===== src/rtl/sensor_conditioner.sv =====
// sensor_conditioner: conditions the raw light (SL) and soil-humidity (SH)
// comparator inputs for the irrigation controller. Each channel has a 2-flop
// synchroniser and a debounce FSM. The block outputs clean levels, one-cycle
// rise/fall pulses, and a sticky "valid" flag that rises once both channels
// have settled since reset.
// Optional build macro SH_HOLDOFF_EN: after an SH fall, SH rises are ignored
// for HOLDOFF_CYCLES cycles. SL is never affected.
// Handshake note: there is no valid/ready traffic here. Outputs are plain
// registered levels and single-cycle pulses.
module sensor_conditioner #(
  parameter int DEBOUNCE_CYCLES = 500_000,
  parameter int CNT_W           = 20,
  parameter int HOLDOFF_CYCLES  = 50_000_000,
  parameter int HOLD_W          = 26
) (
  input  logic Clk,
  input  logic reset,
  input  logic SL_raw,
  input  logic SH_raw,
  output logic SL,
  output logic SH,
  output logic SL_rise,
  output logic SL_fall,
  output logic SH_rise,
  output logic SH_fall,
  output logic valid
);

  // Counter widths must be able to hold the cycle counts they are compared against.
  if ((64'd1 << CNT_W) <= 64'(DEBOUNCE_CYCLES)) begin : g_cnt_w_chk
    $error("CNT_W too narrow for DEBOUNCE_CYCLES");
  end
  if ((64'd1 << HOLD_W) <= 64'(HOLDOFF_CYCLES)) begin : g_hold_w_chk
    $error("HOLD_W too narrow for HOLDOFF_CYCLES");
  end

  typedef enum logic [1:0] {ST_LO, PEND_HI, ST_HI, PEND_LO} deb_state_t;

  localparam logic [CNT_W-1:0] DEB_LAST = CNT_W'(DEBOUNCE_CYCLES - 1);
  localparam logic [CNT_W-1:0] DEB_FULL = CNT_W'(DEBOUNCE_CYCLES);

  // Channel index 0 is SL and channel index 1 is SH throughout.
  logic [1:0]       raw_in;
  logic [1:0]       s1, s2;
  deb_state_t       state   [2];
  logic [CNT_W-1:0] cnt     [2];
  logic [CNT_W-1:0] stl_cnt [2];
  logic [CNT_W-1:0] stl_nxt [2];
  logic [1:0]       lvl, rise, fall;
  logic [1:0]       blk;

  assign raw_in = {SH_raw, SL_raw};

  // Two-flop synchroniser for both asynchronous sensor inputs.
  always_ff @(posedge Clk or posedge reset) begin
    if (reset) begin
      s1 <= '0;
      s2 <= '0;
    end else begin
      s1 <= raw_in;
      s2 <= s1;
    end
  end

  // Debounce FSM per channel. A level change is accepted only after s2 has
  // held the new value for DEBOUNCE_CYCLES consecutive cycles.
  always_ff @(posedge Clk or posedge reset) begin
    if (reset) begin
      for (int ch = 0; ch < 2; ch++) begin
        state[ch] <= ST_LO;
        cnt[ch]   <= '0;
      end
      lvl  <= '0;
      rise <= '0;
      fall <= '0;
    end else begin
      rise <= '0;
      fall <= '0;
      for (int ch = 0; ch < 2; ch++) begin
        unique case (state[ch])
          ST_LO: begin
            if (s2[ch] && !blk[ch]) begin
              state[ch] <= PEND_HI;
              cnt[ch]   <= '0;
            end
          end
          PEND_HI: begin
            if (!s2[ch]) begin
              state[ch] <= ST_LO;
              cnt[ch]   <= '0;
            end else if (cnt[ch] == DEB_LAST) begin
              state[ch] <= ST_HI;
              cnt[ch]   <= '0;
              lvl[ch]   <= 1'b1;
              rise[ch]  <= 1'b1;
            end else begin
              cnt[ch] <= cnt[ch] + 1'b1;
            end
          end
          ST_HI: begin
            if (!s2[ch]) begin
              state[ch] <= PEND_LO;
              cnt[ch]   <= '0;
            end
          end
          PEND_LO: begin
            if (s2[ch]) begin
              state[ch] <= ST_HI;
              cnt[ch]   <= '0;
            end else if (cnt[ch] == DEB_LAST) begin
              state[ch] <= ST_LO;
              cnt[ch]   <= '0;
              lvl[ch]   <= 1'b0;
              fall[ch]  <= 1'b1;
            end else begin
              cnt[ch] <= cnt[ch] + 1'b1;
            end
          end
          default: begin
            state[ch] <= ST_LO;
            cnt[ch]   <= '0;
          end
        endcase
      end
    end
  end

  // Settle count: run length of cycles spent in a stable state.
  // It saturates at DEBOUNCE_CYCLES and is never cleared after that point.
  always_comb begin
    for (int ch = 0; ch < 2; ch++) begin
      stl_nxt[ch] = stl_cnt[ch];
      if (stl_cnt[ch] != DEB_FULL) begin
        if (state[ch] == ST_LO || state[ch] == ST_HI) stl_nxt[ch] = stl_cnt[ch] + 1'b1;
        else                                          stl_nxt[ch] = '0;
      end
    end
  end

  // Register settle counts. valid goes high in the cycle both channels settle and stays high.
  always_ff @(posedge Clk or posedge reset) begin
    if (reset) begin
      stl_cnt[0] <= '0;
      stl_cnt[1] <= '0;
      valid      <= 1'b0;
    end else begin
      stl_cnt[0] <= stl_nxt[0];
      stl_cnt[1] <= stl_nxt[1];
      if (stl_nxt[0] == DEB_FULL && stl_nxt[1] == DEB_FULL) valid <= 1'b1;
    end
  end

`ifdef SH_HOLDOFF_EN
  localparam logic [HOLD_W-1:0] HOLD_LOAD = HOLD_W'(HOLDOFF_CYCLES - 1);

  logic [HOLD_W-1:0] hold_cnt;
  logic              sh_fall_now;

  assign sh_fall_now = (state[1] == PEND_LO) && !s2[1] && (cnt[1] == DEB_LAST);

  // Holdoff timer. It loads on the edge that drops SH and counts down to 0.
  // SH rises are blocked while the timer is non-zero.
  always_ff @(posedge Clk or posedge reset) begin
    if (reset)                 hold_cnt <= '0;
    else if (sh_fall_now)      hold_cnt <= HOLD_LOAD;
    else if (hold_cnt != '0)   hold_cnt <= hold_cnt - 1'b1;
  end

  assign blk = {(hold_cnt != '0), 1'b0};
`else
  assign blk = 2'b00;
`endif

  assign SL      = lvl[0];
  assign SH      = lvl[1];
  assign SL_rise = rise[0];
  assign SH_rise = rise[1];
  assign SL_fall = fall[0];
  assign SH_fall = fall[1];

endmodule


===== config.mk =====
export PLATFORM = sky130hd
export DESIGN_NAME = sensor_conditioner
export DESIGN_NICKNAME = d
export VERILOG_FILES = /design/src/rtl/sensor_conditioner.sv
export SDC_FILE = /design/constraint.sdc
export NUM_CORES = 1
export LEC_CHECK = 0
export ABC_AREA = 1
export BUFFER_PORTS_ARGS = -buffer_cell sky130_fd_sc_hd__buf_2
export CAP_MARGIN = 40
export CORE_ASPECT_RATIO = 1.5
export CORE_MARGIN = 4
export CORE_UTILIZATION = 23
export CTS_CLUSTER_SIZE = 40
export DETAILED_ROUTE_END_ITERATION = 12
export MAX_ROUTING_LAYER = met4
export PLACE_DENSITY = 0.32
export SLEW_MARGIN = 25
export SYNTH_ARGS = -nofsm -noshare
export SYNTH_HDL_FRONTEND = slang
export SYNTH_SLANG_ARGS = --single-unit

===== constraint.sdc =====
create_clock -name Clk -period 5.88 [get_ports Clk]
set_clock_uncertainty 0.2 [all_clocks]
set_input_delay 0.882 -clock Clk [delete_from_list [all_inputs] [get_ports Clk]]
set_output_delay 0.882 -clock Clk [all_outputs]
set_load 0.05 [all_outputs]

## Word level (Yosys, flattened, before mapping)

Index checks and enable logic that the tools add are counted.

- Reduce and logical (&&, ||, !) cells: 13
- Multiplexer cells: 50
- Add/sub/neg operators: 4
- Eq/ne operators: 28

Operator list:

| kind | number |
|---|---|
| $mux W20 | 14 |
| $pmux W20 S4 | 2 |
| $add A20 B1 Y20 const B | 4 |
| $eq A20 B19 Y1 const B | 4 |
| $ne A20 B19 Y1 const B | 2 |
| $mux W2 | 12 |
| $ne A2 B2 Y1 const B | 12 |
| $mux W1 | 18 |
| $pmux W2 S4 | 2 |
| $ne A3 B3 Y1 const B | 4 |
| $reduce_and A5 Y1 | 2 |
| $eq A2 B2 Y1 const B | 4 |
| $reduce_and A4 Y1 | 2 |
| $eq A2 B1 Y1 const B | 2 |
| $logic_not A2 Y1 | 2 |
| $pmux W1 S2 | 2 |
| $reduce_and A2 Y1 | 2 |
| $reduce_bool A2 Y1 | 2 |
| $logic_or A1 B1 Y1 | 2 |
| $logic_and A1 B1 Y1 | 1 |

- Logic and storage cells: 108
- Register bits: 95
- Output and inout port bits: 7

## Longest topological paths before layout

Gate-level depths: netlist of run 1.

- Depth after elaboration: 6
- Depth in mapped cells: 14
- Mapped depth without buffers: 14

## Worst setup path before layout of run 1

No wires, ideal clock.

- Path type: flip-flop to flip-flop
- From: register stl_cnt[0] (netlist bit)
- To: register valid
- Data arrival time: 1.676 ns
- Required time: 5.614 ns
- Slack: 3.938 ns
- Library setup time: 0.066 ns
- Clock period less this slack: 1.942 ns
- Stages on the path, launching flop included: 14
- Path through: dfrtp_1 ha_1 nand3_1 nor2_1 or2_2 nand3_1 nand2_1 inv_1 nand3b_1 nor2_1 nand2_1 nor2_1 nand2_1 nand2_1

- Cells in the longest elaborated chain, start to end: 5

Ends and longest elaborated chain:

| item | RTL line | source |
|---|---|---|
| start, declared | 47 | `logic [CNT_W-1:0] stl_cnt [2];` |
| $add A20 B1 Y20 | 134 | `if (state[ch] == ST_LO \|\| state[ch] == ST_HI) stl_nxt[ch] = stl_cnt[ch] + 1'b1;` |
| $mux W20 | 134 |  |
| $mux W20 * | 133 | `if (stl_cnt[ch] != DEB_FULL) begin` |
| $eq A20 B19 Y1 * | 149 | `if (stl_nxt[0] == DEB_FULL && stl_nxt[1] == DEB_FULL) valid <= 1'b1;` |
| $logic_and A1 B1 Y1 * | 149 |  |
| end signal, assigned | 145 | `valid <= 1'b0;` |
| end signal, assigned | 149 |  |
| end, declared | 26 | `output logic valid` |

Mark *: on every way between the ends. The rest lies on a longest branch, timed or not.
A chain may end at the register's enable or synchronous reset.

## Final worst setup path of run 1

- From: register state[0] (netlist bit)
- To: register cnt[9] (netlist bit)

- Cells in the longest elaborated chain, start to end: 3

Ends and longest elaborated chain:

| item | RTL line | source |
|---|---|---|
| start, declared | 45 | `deb_state_t state [2];` |
| start signal, assigned by index | 70 | `state[ch] <= ST_LO;` |
| start signal, assigned by index | 83 | `state[ch] <= PEND_HI;` |
| start signal, assigned by index | 89 | `state[ch] <= ST_LO;` |
| $eq A2 B2 Y1 or $logic_not A2 Y1 (tied branches) | 80 | `unique case (state[ch])` |
| $ne A2 B2 Y1 (no line) | - |  |
| $reduce_and A2 Y1 (no line) | - |  |
| end signal, assigned by index | 97 | `cnt[ch] <= cnt[ch] + 1'b1;` |
| end signal, assigned by index | 116 | `cnt[ch] <= cnt[ch] + 1'b1;` |
| end, declared | 46 | `logic [CNT_W-1:0] cnt [2];` |

Parallel ways exist; a longest one is shown, timed or not.

==> impl_table.tex, run 1 <==
\begin{tabular}{lr}
\hline
Metric & Value \\
\hline
\multicolumn{2}{l}{\textbf{Status}} \\
\quad Outcome & complete, no violations \\
\multicolumn{2}{l}{\textbf{Routing}} \\
\quad Pre-Repair DR Iteration Count & 6 \\
\quad Count of routing violations after the opening detailed-route iteration & 362 \\
\quad Detailed-route wire length & 16090 microns \\
\quad Number of nets with antenna violations after routing & 0 \\
\quad Via density per instance & 4.581 \\
\quad Residual DRC & 0 \\
\quad Via total after detailed routing & 5112 \\
\quad Average detailed-routed wire length per instance & 14.41 microns \\
\multicolumn{2}{l}{\textbf{Die}} \\
\quad Core area & 24350 sq um \\
\quad Cell Rows & 70 \\
\quad Die width & approximately 140 microns \\
\quad Effective utilization at floorplan & 0.2328 \\
\quad Height of the chip & 200.3 microns \\
\quad Die Footprint & 27270 sq um \\
\quad Boundary pin count & 11 \\
\multicolumn{2}{l}{\textbf{Setup path}} \\
\quad Worst reg2reg path depth & 4 \\
\quad Critical Path Slowest Stage Cell & nor3\_1 \\
\quad Critical path capture point type & flop \\
\quad Worst setup SP type & flop \\
\quad Required arrival time at the worst endpoint & 5950 ps \\
\quad Ordered cell list for the critical path & nor3\_1, inv\_1, o22ai\_1, a21boi\_0 \\
\quad Type of the worst setup path & reg2reg \\
\quad R2r startpoint & state[0]\$\_DFFE\_PP0P\_ \\
\quad Endpoint of the lowest-slack register-to-register path & cnt[9]\$\_DFFE\_PP0P\_ \\
\quad Worst Path Max Fanout & 17 \\
\quad Arrival time at the worst endpoint & 2520 ps \\
\quad Worst path max stage delay & 630 ps \\
\quad Worst reg-to-reg setup slack & 3430 ps \\
\multicolumn{2}{l}{\textbf{Global route}} \\
\quad Number of antenna violations at the first check in global routing & 0 \\
\quad Wire length of the first global-routing pass & about 27000 microns \\
\quad Top Usage Layer GRT & met2 \\
\quad Met2 track demand over resource & 0.2270 \\
\quad Met1 Usage GRT & 0.1453 \\
\quad Global routing usage on met3 & 0.02010 \\
\quad GR Util All Layers & 0.1293 \\
\quad Gr ovfl total & 0 \\
\quad Via count of the first global-routing pass & 5209 \\
\quad Maximum number of pins on one net before global-route repair & 50 \\
\multicolumn{2}{l}{\textbf{Layout}} \\
\quad Layout cells sized above 1 & 0.1098 \\
\quad Net count reported at finish & 797 \\
\quad Final core occ & 0.2633 \\
\quad Layout-stage area growth over the synthesis result & 13.09\% \\
\quad Post-route cell area & between 6000 and 7000 sq um \\
\quad Most common cell after layout, fill and taps aside & nand2\_1 \\
\quad Diodes inserted & 0 \\
\quad Commonest non-fill, non-tap cells in the layout & 167 x nand2\_1, 109 x inv\_1, 98 x nor2\_1, 95 x dfrtp\_1, 77 x nand3\_1 \\
\multicolumn{2}{l}{\textbf{Worst hold path}} \\
\quad Launch point of the worst hold path & s1[1]\$\_DFF\_PP0\_ \\
\quad Sink of the worst hold path & s2[1]\$\_DFF\_PP0\_ \\
\quad Path type of the worst min-delay path & reg2reg \\
\quad Worst Hold Depth & 0 \\
\multicolumn{2}{l}{\textbf{Synth}} \\
\quad Number of flops mapped to enable cells by yosys & 0 \\
\quad Cell types with the largest area share after synthesis & dfrtp\_1 42\%, nand2\_1 11\%, inv\_1 7.3\% \\
\quad Cell type with the largest total area after synthesis & dfrtp\_1 \\
\quad Gate count after technology mapping & 772 \\
\quad Syn Area/Cell & roughly 7.3 sq um \\
\quad Net count after synthesis & 782 \\
\quad Total of flip-flops plus latches after synthesis & 95 \\
\quad Ys async rst share & 1.000 \\
\quad Ys flop type & dfrtp\_1 \\
\quad Yosys synthesis warning count & 0 \\
\quad Count of different cell masters after synthesis & between 40 and 50 \\
\quad Yosys top cell area share & 0.4194 \\
\quad Synthesized cell area & roughly 5700 sq um \\
\quad Sequential-to-total area share from yosys stat & 0.4194 \\
\multicolumn{2}{l}{\textbf{Clock tree}} \\
\quad \# hold bufs at CTS & 0 \\
\quad Insertion delay of the later-clocked pin in the worst-skew pair & 360 ps \\
\quad Number of setup buffers added after CTS & 0 \\
\quad Root buffer cell & clkbuf\_16 \\
\quad H-Tree Level Count & 3 \\
\quad Number of clock sinks & 95 \\
\quad TritonCTS clock tree & built \\
\quad Number of buffers created by CTS & 9 \\
\quad Number of instances resized during post-cts repair & 0 \\
\quad Clock transition at path regs & 70 ps \\
\quad Buffers from clock root to sink, at most & 2 \\
\multicolumn{2}{l}{\textbf{Power and ir drop}} \\
\quad Cell Pwr Density & 259.6 nW/um\^{}2 \\
\quad Total design power & about 1700 uW \\
\quad Leakage power & 0.002778 uW \\
\quad Worst-case vdd ir drop & 0.0001183 V \\
\multicolumn{2}{l}{\textbf{Placement}} \\
\quad Placed wire-length estimate after detailed placement & $\sim$12000 microns \\
\quad Number of input and output port buffers inserted & 10 \\
\quad Routability cong. & 0.9127 \\
\quad Cell area after placement & 6125 sq um \\
\multicolumn{2}{l}{\textbf{Timing}} \\
\quad Post-layout minimum cycle time & 2452 ps \\
\quad Fmax & 0.4078 GHz \\
\quad Final Hold Violating Endpoints & 0 \\
\quad Sum of negative setup slack & 0 ps \\
\quad Final slew viol count & 0 \\
\quad Minimum hold slack & between 150 and 200 ps \\
\quad Transition time of the tightest slew-check pin & 634.6 ps \\
\quad Slew headroom & 0.5737 \\
\quad Setup repair after global routing missed its margin & no \\
\quad Fin crit share & 0.4170 \\
\quad Final setup violation count & 0 \\
\multicolumn{2}{l}{\textbf{Run}} \\
\quad Max-cap violations & 0 \\
\hline
\end{tabular}
[area by class of cell]
cell class,instances,area (sq um)
clock buffer,11,252.7
sequential,95,2377
inverter,118,445.4
fill,2746,17940
timing repair buffer,12,85.08
clock inverter,5,32.53
tap,324,405.4
multi-input combinational,551,2811
[cell usage after synthesis (4+ instances only)]
library cell,count
nand2_1,167
inv_1,110
nor2_1,98
dfrtp_1,95
nand3_1,77
nand4_1,35
o21ai_0,35
nor3_1,17
nor2_2,15
a21oi_1,14
o22ai_1,11
nor2_4,10
nand2_2,9
o21ai_1,8
nand3_2,7
xnor2_1,7
ha_1,6
inv_2,6
clkbuf_1,4
nor4_1,4
or2_2,4
xor2_1,4
[report_power, final]
group	internal, uW	total [uW]	switching (uW)	leakage, uW
Clock	309	580	271	0.000134
Combinational	89.0	314	225	0.00134
Sequential	695	770	74.9	0.00130
[kinds of logic (layout without fill, tap and decap cells)]
family | after synthesis | after routing | synth area share
fa+ha+maj | 6 | 6 | 0.01324
xor+xnor | 12 | 12 | 0.01987
flops | 95 | 95 | 0.4194
compound gates | 81 | 81 | 0.08080
simple gates | 452 | 452 | 0.3821
buf+inv | 126 | 146 | 0.08455
[routing by layer]
metal | share of wire | up-vias
li1 | - | 2558
met2 | 0.53 | 71
met4 | 0.031 | 0
met1 | 0.42 | 2453
met5 | 0 | -
met3 | 0.018 | 30
[worst max-delay path by stage]
stage	cells past startpoint	start	slack, ps	endpoint
6_report	4	state[0]$_DFFE_PP0P_	3430	cnt[9]$_DFFE_PP0P_
5_1_grt	10	state[0]$_DFFE_PP0P_	3160	valid$_DFFE_PP0P_
4_1_cts	4	state[0]$_DFFE_PP0P_	3370	cnt[9]$_DFFE_PP0P_
3_5_place_dp	4	state[0]$_DFFE_PP0P_	3380	cnt[9]$_DFFE_PP0P_
3_3_place_gp	10	state[0]$_DFFE_PP0P_	3370	valid$_DFFE_PP0P_
2_1_floorplan	1	reset	2320	asynchronous set/reset pin
[registers in the layout, indices dropped and copies added, names as in the netlist, named ones only]
| signal | flops |
|---|---|
| lvl | 2 |
| fall | 2 |
| cnt | 40 |
| s1 | 2 |
| rise | 2 |
| valid | 1 |
| stl_cnt | 40 |
| state | 2 |
| s2 | 2 |
[per-stage QoR]
step	worst slack, ps	std cells
6_report	3428	1116
5_1_grt	3157	1116
4_1_cts	3369	1116
3_5_place_dp	3384	1100
3_3_place_gp	3370	1099
2_1_floorplan	2321	772
[worst max-delay path, delay by kind of cell, from the launching register on]
| kind | cells | cell delay [ps] |
|---|---|---|
| AOI/OAI and AO/OA | 2 | 460 |
| buffers and inverters | 1 | 470 |
| DFF | 1 | 610 |
| and+or+nand+nor | 1 | 630 |
Power figures use the tool's default switching activity.
==> run 2: changes to the inputs <==
--- a/config.mk
+++ b/config.mk
@@ -5,7 +5,7 @@
 export SDC_FILE = /design/constraint.sdc
 export NUM_CORES = 1
 export LEC_CHECK = 0
-export ABC_AREA = 1
+export ABC_AREA = 0
 export BUFFER_PORTS_ARGS = -buffer_cell sky130_fd_sc_hd__buf_2
 export CAP_MARGIN = 40
 export CORE_ASPECT_RATIO = 1.5
@@ -14,7 +14,7 @@
 export CTS_CLUSTER_SIZE = 40
 export DETAILED_ROUTE_END_ITERATION = 12
 export MAX_ROUTING_LAYER = met4
-export PLACE_DENSITY = 0.32
+export PLACE_DENSITY = 0.33
 export SLEW_MARGIN = 25
 export SYNTH_ARGS = -nofsm -noshare
 export SYNTH_HDL_FRONTEND = slang
==> constraint.sdc (replaced) <==
create_clock -name Clk -period 2.4 [get_ports Clk]
set_clock_uncertainty 0.2 [all_clocks]
set_input_delay 0.36 -clock Clk [delete_from_list [all_inputs] [get_ports Clk]]
set_output_delay 0.36 -clock Clk [all_outputs]
set_load 0.05 [all_outputs]
==> run 2 against run 1 <==
- the run now ends with setup timing left
- non-clock buffer count up 133
- critical path depth up 2
- flip-flop and latch count unchanged
==> impl_table.tex, run 2 <==
\begin{tabular}{lr}
\hline
Metric & Value \\
\hline
\multicolumn{2}{l}{\textbf{Layout}} \\
\quad Layout-stage area growth over the synthesis result & 36.87\% (was 13.09\%) \\
\quad Cell Count, Final, Fillers Out & 978 (was 1116) \\
\quad Diodes inserted & 0 (unchanged) \\
\quad Largest registers ranked by flip-flop count & cnt: 40 flops, stl\_cnt: 40 flops (unchanged) \\
\quad Net count reported at finish & 711 (was 797) \\
\quad Storage element area & 2379 sq um (was 2377 sq um) \\
\quad Area used by multi-input combinational logic & 2736 sq um (was 2811 sq um) \\
\quad Most common cell after layout, fill and taps aside & buf\_4 (was nand2\_1) \\
\quad Commonest non-fill, non-tap cells in the layout & 127 x buf\_4, 94 x dfrtp\_1, 74 x nor2\_1, 54 x nand2\_1, 45 x o21ai\_0 (was 167 x nand2\_1, 109 x inv\_1, 98 x nor2\_1, 95 x dfrtp\_1, 77 x nand3\_1) \\
\quad Fill count & 2304 (was 2746) \\
\quad Layout cells sized above 1 & 0.2819 (was 0.1098) \\
\multicolumn{2}{l}{\textbf{Timing}} \\
\quad Fin crit share & 1.119 (was 0.4170) \\
\quad Final Hold Violating Endpoints & 0 (unchanged) \\
\quad Final setup violation count & 1 (was 0) \\
\quad Least setup slack across all paths after layout & -284.7 ps (was 3428 ps) \\
\quad Slew headroom & 0.6396 (was 0.5737) \\
\quad Final slew viol count & 0 (unchanged) \\
\quad Minimum hold slack & 148.2 ps (was 151.6 ps) \\
\quad Transition time of the tightest slew-check pin & 540.5 ps (was 634.6 ps) \\
\quad Fmax & 0.3725 GHz (was 0.4078 GHz) \\
\quad Setup repair after global routing missed its margin & yes (was no) \\
\quad Sum of negative setup slack & -284.7 ps (was 0 ps) \\
\quad Post-layout minimum cycle time & 2685 ps (was 2452 ps) \\
\multicolumn{2}{l}{\textbf{Routing}} \\
\quad Pre-Repair DR Iteration Count & 4 (was 6) \\
\quad Detailed-route wire length & 14750 microns (was 16090 microns) \\
\quad Via total after detailed routing & 4557 (was 5112) \\
\quad Average detailed-routed wire length per instance & 15.08 microns (was 14.41 microns) \\
\quad Number of nets with antenna violations after routing & 0 (unchanged) \\
\quad Via density per instance & 4.660 (was 4.581) \\
\quad Count of routing violations after the opening detailed-route iteration & 113 (was 362) \\
\quad Residual DRC & 0 (unchanged) \\
\multicolumn{2}{l}{\textbf{Synth}} \\
\quad Ys flop type & dfrtp\_1 (unchanged) \\
\quad Ys async rst share & 1.000 (unchanged) \\
\quad Synthesized cell area & 5101 sq um (was 5668 sq um) \\
\quad Syn Area/Cell & 8.997 sq um (was 7.342 sq um) \\
\quad Yosys synthesis warning count & 0 (unchanged) \\
\quad Yosys top cell area share & 0.4660 (was 0.4194) \\
\quad Cell type with the largest total area after synthesis & dfrtp\_1 (unchanged) \\
\quad Leading cell types by count after synthesis & 95 x dfrtp\_1, 75 x nor2\_1, 62 x o21ai\_0, 57 x nand2\_1, 34 x nand3\_1 (was 167 x nand2\_1, 110 x inv\_1, 98 x nor2\_1, 95 x dfrtp\_1, 77 x nand3\_1) \\
\quad Count of different cell masters after synthesis & 49 (was 43) \\
\quad Net count after synthesis & 577 (was 782) \\
\quad Most numerous cell in the Yosys netlist & dfrtp\_1 (was nand2\_1) \\
\quad Gate count after technology mapping & 567 (was 772) \\
\quad Cell types with the largest area share after synthesis & dfrtp\_1 47\%, o21ai\_0 6.1\%, nor2\_1 5.5\% (was dfrtp\_1 42\%, nand2\_1 11\%, inv\_1 7.3\%) \\
\quad Number of flops mapped to enable cells by yosys & 0 (unchanged) \\
\quad Sequential-to-total area share from yosys stat & 0.4660 (was 0.4194) \\
\quad Total of flip-flops plus latches after synthesis & 95 (unchanged) \\
\multicolumn{2}{l}{\textbf{Setup path}} \\
\quad Endpoint of the lowest-slack register-to-register path & valid\$\_DFFE\_PP0P\_ (was cnt[9]\$\_DFFE\_PP0P\_) \\
\quad Type of the worst setup path & reg2reg (unchanged) \\
\quad Ordered cell list for the critical path & or4b\_4, nor4\_4, o22a\_1, a211oi\_1, or4\_1, o41ai\_2 (was nor3\_1, inv\_1, o22ai\_1, a21boi\_0) \\
\quad Launch point of the critical path & stl\_cnt[30]\$\_DFF\_PP0\_ (was state[0]\$\_DFFE\_PP0P\_) \\
\quad Worst Path Max Fanout & 5 (was 17) \\
\quad Critical Path Slowest Stage Cell & or4b\_4 (was nor3\_1) \\
\quad Worst path max stage delay & 560 ps (was 630 ps) \\
\quad Worst reg2reg path depth & 6 (was 4) \\
\quad Setup crit end & valid\$\_DFFE\_PP0P\_ (was cnt[9]\$\_DFFE\_PP0P\_) \\
\quad Arrival time at the worst endpoint & 2740 ps (was 2520 ps) \\
\quad Worst setup SP type & flop (unchanged) \\
\quad Levels on crit path & 6 (was 4) \\
\quad Crit path buf inv count & 0 (was 1) \\
\quad Critical path's top delay family & simple AND/OR/NAND/NOR gates (unchanged) \\
\quad R2r startpoint & stl\_cnt[30]\$\_DFF\_PP0\_ (was state[0]\$\_DFFE\_PP0P\_) \\
\quad Critical path capture point type & flop (unchanged) \\
\quad Worst reg-to-reg setup slack & -280 ps (was 3430 ps) \\
\quad Required arrival time at the worst endpoint & 2460 ps (was 5950 ps) \\
\multicolumn{2}{l}{\textbf{Power and ir drop}} \\
\quad Cell Pwr Density & 605.5 nW/um\^{}2 (was 259.6 nW/um\^{}2) \\
\quad Internal portion of total power & 3108 uW (was 1093 uW) \\
\quad Total design power & 4227 uW (was 1664 uW) \\
\quad Clock group share of total power & 0.421 (was 0.349) \\
\quad Switching part of the total & 0.2647 (was 0.3429) \\
\quad Sequential cell fraction of total power & 0.407 (was 0.463) \\
\quad Switching power total & 1119 uW (was 570.6 uW) \\
\quad Worst-case vdd ir drop & 0.0003044 V (was 0.0001183 V) \\
\quad Combinational fraction of design power & 0.172 (was 0.188) \\
\quad Leakage power & 0.003150 uW (was 0.002778 uW) \\
\multicolumn{2}{l}{\textbf{Clock tree}} \\
\quad TritonCTS clock tree & built (unchanged) \\
\quad Number of buffers created by CTS & 9 (unchanged) \\
\quad Root buffer cell & clkbuf\_16 (unchanged) \\
\quad Number of clock sinks & 95 (unchanged) \\
\quad Insertion delay of the later-clocked pin in the worst-skew pair & 360 ps (about the same) \\
\quad Clock transition at path regs & 70 ps (about the same) \\
\quad H-Tree Level Count & 3 (unchanged) \\
\quad Buffers from clock root to sink, at most & 2 (unchanged) \\
\multicolumn{2}{l}{\textbf{Worst hold path}} \\
\quad Launch point of the worst hold path & s1[0]\$\_DFF\_PP0\_ (was s1[1]\$\_DFF\_PP0\_) \\
\quad Path type of the worst min-delay path & reg2reg (unchanged) \\
\multicolumn{2}{l}{\textbf{Die}} \\
\quad Die width & 129.6 microns (was 136.2 microns) \\
\quad Height of the chip & 190.4 microns (was 200.3 microns) \\
\quad Effective utilization at floorplan & 0.2340 (was 0.2328) \\
\quad Cell Rows & 66 (was 70) \\
\quad Core area & 21800 sq um (was 24350 sq um) \\
\quad Die Footprint & 24670 sq um (was 27270 sq um) \\
\quad Boundary pin count & 11 (unchanged) \\
\multicolumn{2}{l}{\textbf{Placement}} \\
\quad Placed wire-length estimate after detailed placement & 10670 microns (was 12200 microns) \\
\quad Number of input and output port buffers inserted & 10 (unchanged) \\
\quad Worst slack after detailed placement & -351.9 ps (was 3384 ps) \\
\quad Placed cell count & 946 (was 1100) \\
\quad Routability cong. & 0.8103 (was 0.9127) \\
\multicolumn{2}{l}{\textbf{Status}} \\
\quad Violated checks & setup timing \\
\quad Outcome & finished, violations left (was complete, no violations) \\
\multicolumn{2}{l}{\textbf{Global route}} \\
\quad Via count of the first global-routing pass & 4699 (was 5209) \\
\quad Gr ovfl total & 0 (unchanged) \\
\quad GR Util All Layers & 0.1290 (was 0.1293) \\
\quad Number of antenna violations at the first check in global routing & 0 (unchanged) \\
\quad Wire length of the first global-routing pass & 24320 microns (was 27200 microns) \\
\quad Maximum number of pins on one net before global-route repair & 96 (was 50) \\
\multicolumn{2}{l}{\textbf{Run}} \\
\quad Max-cap violations & 0 (unchanged) \\
\hline
\end{tabular}
==> run 2: changes by cell type after synthesis, moves of 21 or more <==
| cell | previous run | this run |
|---|---|---|
| inv_1 | 110 | 11 |
| xor2_1 | 4 | 25 |
| o21ai_0 | 35 | 62 |
| nor2_1 | 98 | 75 |
| nand3_1 | 77 | 34 |
| nand2_1 | 167 | 57 |
==> run 2: what timing repair did <==
action / in CTS / in global routing
endpoints found under the setup margin: 8 / 24
endpoints found under the hold margin: 94 / 0
hold buffers: 3 / 0
setup buffers: 5 / 9
pin swaps: 5 / 6
resized for setup: 11 / 38
==> run 2: cells by family after synthesis <==
family / synth area share
xor+xnor: 0.07898
fa+ha+maj: 0.01472
simple gates: 0.2870
flops: 0.4660
mux: 0.01423
compound gates: 0.1133
buf+inv: 0.02575
==> run 2: cell type report <==
cell class | instances | share of cell area
inverter | 11 | 0.006452
sequential | 95 | 0.3407
tap | 272 | 0.04875
clock inverter | 6 | 0.01900
timing repair buffer | 145 | 0.1604
clock buffer | 10 | 0.03280
multi-input combinational | 439 | 0.3919
==> run 2: routing by layer <==
layer | vias up | track usage | share of wire
met5 | - | - | 0
li1 | 2268 | - | -
met2 | 45 | 0.2300 | 0.54
met4 | 0 | 0.05520 | 0.032
met3 | 29 | 0.02102 | 0.019
met1 | 2215 | 0.1396 | 0.41
==> run 2: power by group through the flow <==
| stage | sequential (uW) | combinational (uW) | clock [uW] |
|---|---|---|---|
| 2_1_floorplan | 1740 | 346 | 0 |
| 4_1_cts | 1720 | 655 | 1850 |
| 6_report | 1720 | 728 | 1780 |
| 3_3_place_gp | 1750 | 647 | 0 |
| 3_5_place_dp | 1750 | 645 | 0 |
| 5_1_grt | 1730 | 819 | 1910 |
==> run 2: worst reg2reg max path: cells and delay by family (launching register included) <==
kind / cells / cell delay [ps]
compound gates: 3 / 530
flops: 1 / 400
simple gates: 3 / 1460
==> run 2: how the worst min path moves through the flow <==
stage	end	slack, ps	depth (start not counted)
2_1_floorplan	s2[0]$_DFF_PP0_	130	0
3_3_place_gp	s2[1]$_DFF_PP0_	130	0
3_5_place_dp	s2[0]$_DFF_PP0_	140	0
4_1_cts	s2[0]$_DFF_PP0_	160	0
5_1_grt	s2[1]$_DFF_PP0_	170	0
6_report	s2[0]$_DFF_PP0_	150	0
==> run 2: metrics by stage <==
step	area (sq um)	util
2_1_floorplan	5131	-
3_3_place_gp	6359	0.2917
3_5_place_dp	6359	0.2917
4_1_cts	6833	0.3134
5_1_grt	6982	0.3202
6_report	6982	0.3202
